### config.mk
export PLATFORM = sky130hd
export DESIGN_NAME = mod_detector
export DESIGN_NICKNAME = d
export VERILOG_FILES = /design/src/rtl/mod_pkg.sv /design/src/rtl/sync_edge_detect.sv /design/src/rtl/mod_detector.sv
export SDC_FILE = /design/constraint.sdc
export NUM_CORES = 1
export LEC_CHECK = 0
export ABC_AREA = 1
export CORE_MARGIN = 8
export CORE_UTILIZATION = 60
export DETAILED_ROUTE_END_ITERATION = 6
export DONT_BUFFER_PORTS = 1
export GPL_ROUTABILITY_DRIVEN = 0
export GPL_TIMING_DRIVEN = 0
export PLACE_DENSITY = 0.84
export SLEW_MARGIN = 0
export SYNTH_ARGS = -nofsm -noshare
export SYNTH_HDL_FRONTEND = slang
export SYNTH_HIERARCHICAL = 1
export SYNTH_SLANG_ARGS = --single-unit
### constraint.sdc
create_clock -name clk -period 6.35 [get_ports clk]
set_input_delay 1.27 -clock clk [delete_from_list [all_inputs] [get_ports clk]]
set_output_delay 1.27 -clock clk [all_outputs]
set_load 0.05 [all_outputs]
### src/rtl/mod_pkg.sv
// Shared types and constants for the modulation-envelope half-period detector.
package mod_pkg;

    typedef logic [15:0] half_period_t;

    typedef enum logic [1:0] {
        IDLE,
        MEASURE,
        LOCKED
    } state_t;

    typedef enum logic {
        EDGE_RISE,
        EDGE_ANY
    } edge_mode_t;

    localparam half_period_t MAX_HALF_PERIOD_DEFAULT = 16'hFFFF;
    localparam int           MATCH_W                 = 4;

    function automatic half_period_t abs_diff(input half_period_t a, input half_period_t b);
        return (a > b) ? (a - b) : (b - a);
    endfunction

endpackage

### src/rtl/sync_edge_detect.sv
// Optional N-flop synchronizer followed by a registered edge detector. When en is low the
// detector freezes (prior level and pending pulse held) so an edge is not lost across a pause.
module sync_edge_detect
    import mod_pkg::*;
#(
    parameter int         STAGES = 2,
    parameter edge_mode_t MODE   = EDGE_ANY
) (
    input  logic clk,
    input  logic rst,
    input  logic en,
    input  logic din,
    output logic pulse
);

    logic level;
    logic level_prev;
    logic hit;

    generate
        if (STAGES == 0) begin : g_direct
            assign level = din;
        end else begin : g_sync
            logic [STAGES-1:0] sync_ff;

            // NOTE: non-blocking assignments make every flop sample the pre-edge value,
            // so the chain shifts by exactly one stage per clock.
            always_ff @(posedge clk) begin
                if (rst) begin
                    sync_ff <= '0;
                end else begin
                    sync_ff[0] <= din;
                    for (int i = 1; i < STAGES; i++) begin
                        sync_ff[i] <= sync_ff[i-1];
                    end
                end
            end

            assign level = sync_ff[STAGES-1];
        end
    endgenerate

    assign hit = (MODE == EDGE_RISE) ? (level & ~level_prev) : (level ^ level_prev);

    always_ff @(posedge clk) begin
        if (rst) begin
            level_prev <= 1'b0;
            pulse      <= 1'b0;
        end else if (en) begin
            level_prev <= level;
            pulse      <= hit;
        end
    end

endmodule

### src/rtl/mod_detector.sv
// Measures the half-period of an asynchronous modulation envelope in sync ticks and
// reports lock once LOCK_COUNT consecutive measurements agree within TOLERANCE.
module mod_detector
    import mod_pkg::*;
#(
    parameter int           LOCK_COUNT      = 2,
    parameter half_period_t TOLERANCE       = 16'd0,
    parameter half_period_t MAX_HALF_PERIOD = MAX_HALF_PERIOD_DEFAULT
) (
    input  logic         clk,
    input  logic         rst,
    input  logic         sync,
    input  logic         det_enable,
    input  logic         mod_in,
    output half_period_t meas_half_period,
    output logic         meas_valid,
    output logic         locked,
    output logic         timeout
);

    localparam logic [MATCH_W-1:0] LOCK_TGT  = MATCH_W'(LOCK_COUNT);
    localparam logic [MATCH_W-1:0] MATCH_MAX = '1;

    logic tick;
    logic mod_edge;

    state_t             state, state_n;
    half_period_t       count, count_n, count_inc;
    logic [MATCH_W-1:0] match_cnt, match_n, match_inc;
    half_period_t       meas_n;
    logic               valid_n;
    logic               timeout_n;

    sync_edge_detect #(.STAGES(0), .MODE(EDGE_RISE)) u_tick (
        .clk   (clk),
        .rst   (rst),
        .en    (1'b1),
        .din   (sync),
        .pulse (tick)
    );

    // Frozen while disabled so an envelope edge during the pause is delivered on re-enable.
    sync_edge_detect #(.STAGES(2), .MODE(EDGE_ANY)) u_mod (
        .clk   (clk),
        .rst   (rst),
        .en    (det_enable),
        .din   (mod_in),
        .pulse (mod_edge)
    );

    // A tick coinciding with an edge is counted before the capture.
    assign count_inc = (tick && (count != MAX_HALF_PERIOD)) ? count + 16'd1 : count;
    assign match_inc = (match_cnt == MATCH_MAX) ? MATCH_MAX : match_cnt + 1'b1;

    always_comb begin
        // NOTE: every output of this block gets a default first, so no path infers a latch.
        state_n   = state;
        count_n   = count;
        match_n   = match_cnt;
        meas_n    = meas_half_period;
        valid_n   = 1'b0;
        timeout_n = 1'b0;

        if (det_enable) begin
            unique case (state)
                IDLE: begin
                    if (mod_edge) begin
                        count_n = '0;
                        state_n = MEASURE;
                    end
                end
                MEASURE, LOCKED: begin
                    if (mod_edge && (count_inc == '0)) begin
                        match_n = '0;
                        state_n = MEASURE;
                    end else if (mod_edge) begin
                        meas_n  = count_inc;
                        valid_n = 1'b1;
                        count_n = '0;
                        match_n = (abs_diff(count_inc, meas_half_period) <= TOLERANCE)
                                  ? match_inc : MATCH_W'(1);
                        state_n = (match_n >= LOCK_TGT) ? LOCKED : MEASURE;
                    end else if (count_inc == MAX_HALF_PERIOD) begin
                        timeout_n = 1'b1;
                        match_n   = '0;
                        count_n   = '0;
                        state_n   = IDLE;
                    end else begin
                        count_n = count_inc;
                    end
                end
                default: state_n = IDLE;
            endcase
        end
    end

    always_ff @(posedge clk) begin
        if (rst) begin
            state            <= IDLE;
            count            <= '0;
            match_cnt        <= '0;
            meas_half_period <= '0;
            meas_valid       <= 1'b0;
            locked           <= 1'b0;
            timeout          <= 1'b0;
        end else begin
            state            <= state_n;
            count            <= count_n;
            match_cnt        <= match_n;
            meas_half_period <= meas_n;
            meas_valid       <= valid_n;
            locked           <= (state_n == LOCKED);
            timeout          <= timeout_n;
        end
    end

endmodule

# ---- Word level (Yosys, flattened, before mapping)
# Index checks and enable logic that the tools add are counted.
dict set report op_classes {
  n_eq_ne 8
  n_addsub 4
  n_reduce_logical 12
  mux 21
  n_bitwise 6
  div_mod_pow 0
  n_lt_le_gt_ge 3
  mul 0
  shift 0
}
# cell n
set ops {}
lappend ops {{$mux 16} 6}
lappend ops {{$pmux 16 s2} 1}
lappend ops {{$sub 16x16->16} 2}
lappend ops {{$mux 4} 5}
lappend ops {{$add 16x1->16 const B} 1}
lappend ops {{$eq 16x16->1 const B} 1}
lappend ops {{$gt 16x16->1} 1}
lappend ops {{$le 16x1->1 const B} 1}
lappend ops {{$logic_not 16->1} 1}
lappend ops {{$ne 16x16->1 const B} 1}
lappend ops {{$mux 2} 6}
lappend ops {{$reduce_and 4->1} 2}
lappend ops {{$reduce_or 5->1} 1}
lappend ops {{$add 4x1->4 const B} 1}
lappend ops {{$eq 2x2->1 const B} 2}
lappend ops {{$eq 4x4->1 const B} 1}
lappend ops {{$ge 4x2->1 const B} 1}
lappend ops {{$not 1->1} 4}
lappend ops {{$pmux 2 s2} 1}
lappend ops {{$reduce_or 4->1} 1}
lappend ops {{$reduce_and 3->1} 1}
lappend ops {{$reduce_bool 3->1} 1}
lappend ops {{$eq 2x1->1 const B} 1}
lappend ops {{$logic_and 1x1->1} 2}
lappend ops {{8 further kinds} 9}
dict set report totals {
  regBits 47
  latchBits 0
  mem_bits_ro 0
  ram_bits 0
  output_inout_bits 19
  in_bits 5
  n_memories 0
}

# ---- Depth between registers and ports, before layout
dict set report logic_depth {
  word_depth 14
  ltp_mapped 41
  depth_no_buf 41
}

# ---- By module
# The synthesis kept the hierarchy.
# mod area_per_inst_um2 seq_area_each_um2 instances cells_per_inst
set modules_own_cells {}
lappend modules_own_cells {mod_detector 3996.3 820.8 1 640}
lappend modules_own_cells {{sync_edge_detect at u_mod} 142.6 80.1 1 19}
lappend modules_own_cells {{sync_edge_detect at u_tick} 77.6 40.0 1 10}

# ---- Worst setup path before layout
# OpenSTA, ideal clock, no wires.
dict set report synth_timing {
  path_type {register -> register}
  start {reg count[0]}
  end {reg locked}
  slack_ns 2.256
  stages_incl_launch_ff 36
  n_path_buf 1
  t_required_ns 6.286
  setup_ns 0.064
  arrival_ns 4.030
  path_cell_list {dfxtp_1 -> ha_1 -> nand2_1 -> nor2_2 -> nand2_2 -> o21ai_4 -> inv_2 -> nand3_2 -> nor2_1 -> nand3_1 -> xor2_1 -> inv_1 -> ha_1 -> nand2_1 -> nor3_4 -> nand4_2 -> nand2_4 -> inv_4 -> buf_6 -> nand2_2 -> nand2_1 -> nand2_1 -> nand2_1 -> nor2_1 -> nand2_1 -> nor2_1 -> nand2_1 -> nor2_2 -> o21ai_0 -> nand3_1 -> nand2_1 -> nand2_1 -> nand2_1 -> nand2_1 -> nand2_1 -> nor2_1}
}
dict set report synth_via {
  elab_chain_cells 14
}
# element line_no
set synth_rtl {}
lappend synth_rtl {{start, declared} mod_detector.sv:28} ;# half_period_t count, count_n, count_inc;
lappend synth_rtl {{start signal, assigned} mod_detector.sv:108} ;# count <= count_n;
lappend synth_rtl {{parallel branches: the longest is 2 deep, another holds $add 16x1->16} --}
lappend synth_rtl {{$mux 16 *} mod_detector.sv:52} ;# assign count_inc = (tick && (count != MAX_HALF_PERIOD)) ? count + 16'd1 : count;
lappend synth_rtl {{named net count_inc[12]} mod_detector.sv:28}
lappend synth_rtl {{$sub 16x16->16 or $gt 16x16->1 (tied branches)} mod_pkg.sv:21} ;# return (a > b) ? (a - b) : (b - a);
lappend synth_rtl {{$mux 16} mod_pkg.sv:21}
lappend synth_rtl {{$le 16x1->1} mod_detector.sv:80} ;# match_n = (abs_diff(count_inc, meas_half_period) <= TOLERANCE)
lappend synth_rtl {{$mux 4} mod_detector.sv:81} ;# ? match_inc : MATCH_W'(1);
lappend synth_rtl {{$ge 4x2->1} mod_detector.sv:82} ;# state_n = (match_n >= LOCK_TGT) ? LOCKED : MEASURE;
lappend synth_rtl {{$mux 2} mod_detector.sv:82}
lappend synth_rtl {{$mux 2} mod_detector.sv:76} ;# end else if (mod_edge) begin
lappend synth_rtl {{$mux 2 *} mod_detector.sv:73} ;# if (mod_edge && (count_inc == '0)) begin
lappend synth_rtl {{$pmux 2 s2 *} mod_detector.sv:65} ;# unique case (state)
lappend synth_rtl {{$mux 2 *} mod_detector.sv:64} ;# if (det_enable) begin
lappend synth_rtl {{$eq 2x2->1 *} mod_detector.sv:112} ;# locked <= (state_n == LOCKED);
lappend synth_rtl {{end signal, assigned} mod_detector.sv:112}
lappend synth_rtl {{end, declared} mod_detector.sv:17} ;# output logic locked,
# Mark *: on every way through the listed nets, which the timed path passes.
# A chain may end at the register's enable or synchronous reset.

# ---- Worst setup path in the final report
# Ends and elaborated chain as after synthesis.

==> flow_summary.toml <==
[cts]
cts_resized = 0
ctsHoldBuffers = 0
cts_buffers = 5
root_buffer = "clkbuf_8"
insertion_delay_ns = 0.31
cts_tree = "done"
cts_sinks = 47
post_cts_buffers = 0
htreeDepth = 2
cts_buffer_depth = 2
cts.clk_slew.worst_paths_ns = 0.08

[min_path]
hold_path_class = "reg2reg"

[timing]
drv_slew = 0
fmax_mhz = 195
tns_ns = 0
hold_viol = 0
rsz0062_at_grt = "false"
finalWorstSetupSlack_ns = 1.23
tightestPinTransition_ns = 0.598
max_slew_margin_pct = 60.1
skew_ns = 0.00741
finalCritPeriodShare_pct = 80.7
setup_viol = 0
min_period_ns = 5.12

[grt]
grtUsageMet2_pct = 40.8
grt_overflow = 0
grt_pass1_wl_um = 19200
use_met1_pct = 26.5
grt_max_degree = 15
grt_usage_pct = 23.3
first_global_vias = 4277
met3_usage_pct = 3.74
top_usage_layer = "met2"
antenna_found_initial = 0

[placed_design]
io_buffers = 0
placed_cells = 767
hpwlAfterDp_um = 9200
pre_cts_slack_ns = 1.35

[power]
power.leakage_nw = 2.28
ir_drop_v = 0.000153
power_density_nw_per_um2 = 201

[finish]
ff_latch_area_um2 = 941
syn_to_final_growth_pct = 4.99
drive_above_1_share_pct = 8.55
final_cells = 774
nFillCells = 619
final_common_cell = "nand2_1"
nets = 717
diodes = 0
multi_input_area_um2 = 2800
layout.cells.most_common_list = "167 x nand2_1, 96 x inv_1, 74 x a21oi_1, 52 x nand3_1, 51 x nor2_1"

[routing]
num_vias = 4366
wl_per_cell_um = 14.3
drcViolationCount = 0
drt-initial-drc-count = 274
wirelength_um = 11100
drtPass1Iterations = 5
antenna_left = 0
via_per_inst = 5.64

[worst_setup_path]
crit_path_end_kind = "flip-flop"
critPathArrivalTime_ns = 5.37
required_ns = 6.60
crit_fanout = 10
critPathLaunchType = "flip-flop"
ff2ff_setup_slack_ns = 1.23
cp_common_cell = "nand2_1"
slowest_delay_ns = 0.46
worstSetupPathType = "reg2reg"
cp_slowest_cell = "ha_1"

[floorplan]
dieArea_um2 = 9970
rows = 30
die_y_um = 99.8
ios = 24
fp.dieW_um = 99.8
core_area_um2 = 6790
initial_core_util_pct = 62.1

[yosys]
yosys_warnings = 6
yosys_register_bits = 47
netlist_instances = 669
synth_area_um2 = 4220
yosysSeqAreaShare_pct = 22.3
postSynthAreaPerCell_um2 = 6.30
yosysUniqueCellTypes = 44

[flow_run]
maxCapViolCount = 0

[run_status]
status = "complete, no violations"
-- cell type report --
class | count | share of cell area, %
Multi-Input combinational cell | 506 | 63.3
Sequential cell | 47 | 21.3
Clock buffer | 5 | 1.55
Inverter | 105 | 8.96
Buffer | 13 | 1.87
Tap cell | 96 | 2.71
Clock inverter | 2 | 0.311
-- synth_stat cells, drive strengths merged --
master | count | area [µm²]
nand2 | 178 | 706
inv | 105 | 397
a21oi | 75 | 379
nor2 | 57 | 239
nand3 | 56 | 300
dfxtp | 47 | 941
o21ai | 44 | 239
ha | 34 | 425
xor2 | 13 | 148
nor3 | 9 | 66.3
nand4 | 8 | 56.3
buf | 7 | 60.1
a211oi | 6 | 55.1
clkbuf | 6 | 22.5
nand3b | 4 | 30.0
nor4 | 4 | 31.3
a21o | 3 | 22.5
o211ai | 3 | 22.5
o21bai | 3 | 22.5
xnor2 | 2 | 17.5
a21boi | 1 | 7.51
a32o | 1 | 10.0
conb | 1 | 3.75
o21a | 1 | 7.51
o31ai | 1 | 7.51
-- flip-flops by register name, indices dropped and copies added (netlist names), 2 cells and up --
signal	cells
count	16
meas_half_period	16
match_cnt	4
state	2
u_mod/g_sync.sync_ff	2
-- cells by family (layout without fill, tap and decap cells) --
kind of cell | after synthesis | after routing | share of synthesized area [%]
xor gates and xnor gates | 15 | 15 | 3.92
AOI/OAI and AO/OA | 138 | 138 | 18.3
other | 1 | 3 | 0.0889
buffers and inverters | 118 | 125 | 11.4
and+or+nand+nor | 316 | 316 | 33.9
DFF | 47 | 47 | 22.3
adders and majority gates | 34 | 34 | 10.1
-- stage by stage --
| step | utilization [%] | cell area (µm²) | total power [mW] | hold slack (ns) |
|---|---|---|---|---|
| 6_report | 65.2 | 4430 | 0.890 | 0.421 |
| 5_1_grt | 65.2 | 4430 | 0.964 | 0.470 |
| 4_1_cts | 65.2 | 4430 | 0.887 | 0.426 |
| 3_5_place_dp | 63.9 | 4340 | 0.712 | 0.412 |
| 3_3_place_gp | 63.9 | 4340 | 0.701 | 0.400 |
| 2_1_floorplan | - | 4220 | 0.636 | 0.388 |
-- metal layers --
layer  part of all wire (%)  vias up
li1                       -     2178
met1                     41     1999
met2                     49      154
met3                    6.0       35
met4                    3.6        0
met5                      0        -
-- path summary, 6_finish.rpt --
check | from | depth (start not counted) | to
max | count[0] | 35 | locked
min | u_mod/g_sync.sync_ff[0] | 2 | u_mod/g_sync.sync_ff[1]
max reg2reg | count[0] | 35 | locked
min reg2reg | u_mod/g_sync.sync_ff[0] | 2 | u_mod/g_sync.sync_ff[1]
-- critical path: cells and delay by family, from the launching register on --
kind / cells / cell delay (ns)
and+or+nand+nor: 26 / 2.84
DFF: 1 / 0.40
adders and majority gates: 2 / 0.66
AOI/OAI and AO/OA: 2 / 0.37
buffers and inverters: 4 / 0.47
xor gates and xnor gates: 1 / 0.33
-- power breakdown --
part / total [mW] / leakage (nW) / internal (mW) / switching, mW
clock: 0.174 / 0.0440 / 0.0753 / 0.0991
sequential: 0.313 / 0.381 / 0.302 / 0.0110
combinational: 0.403 / 1.86 / 0.139 / 0.264
total: 0.890 / 2.28 / 0.516 / 0.374
(Power assumes the default switching activity.)
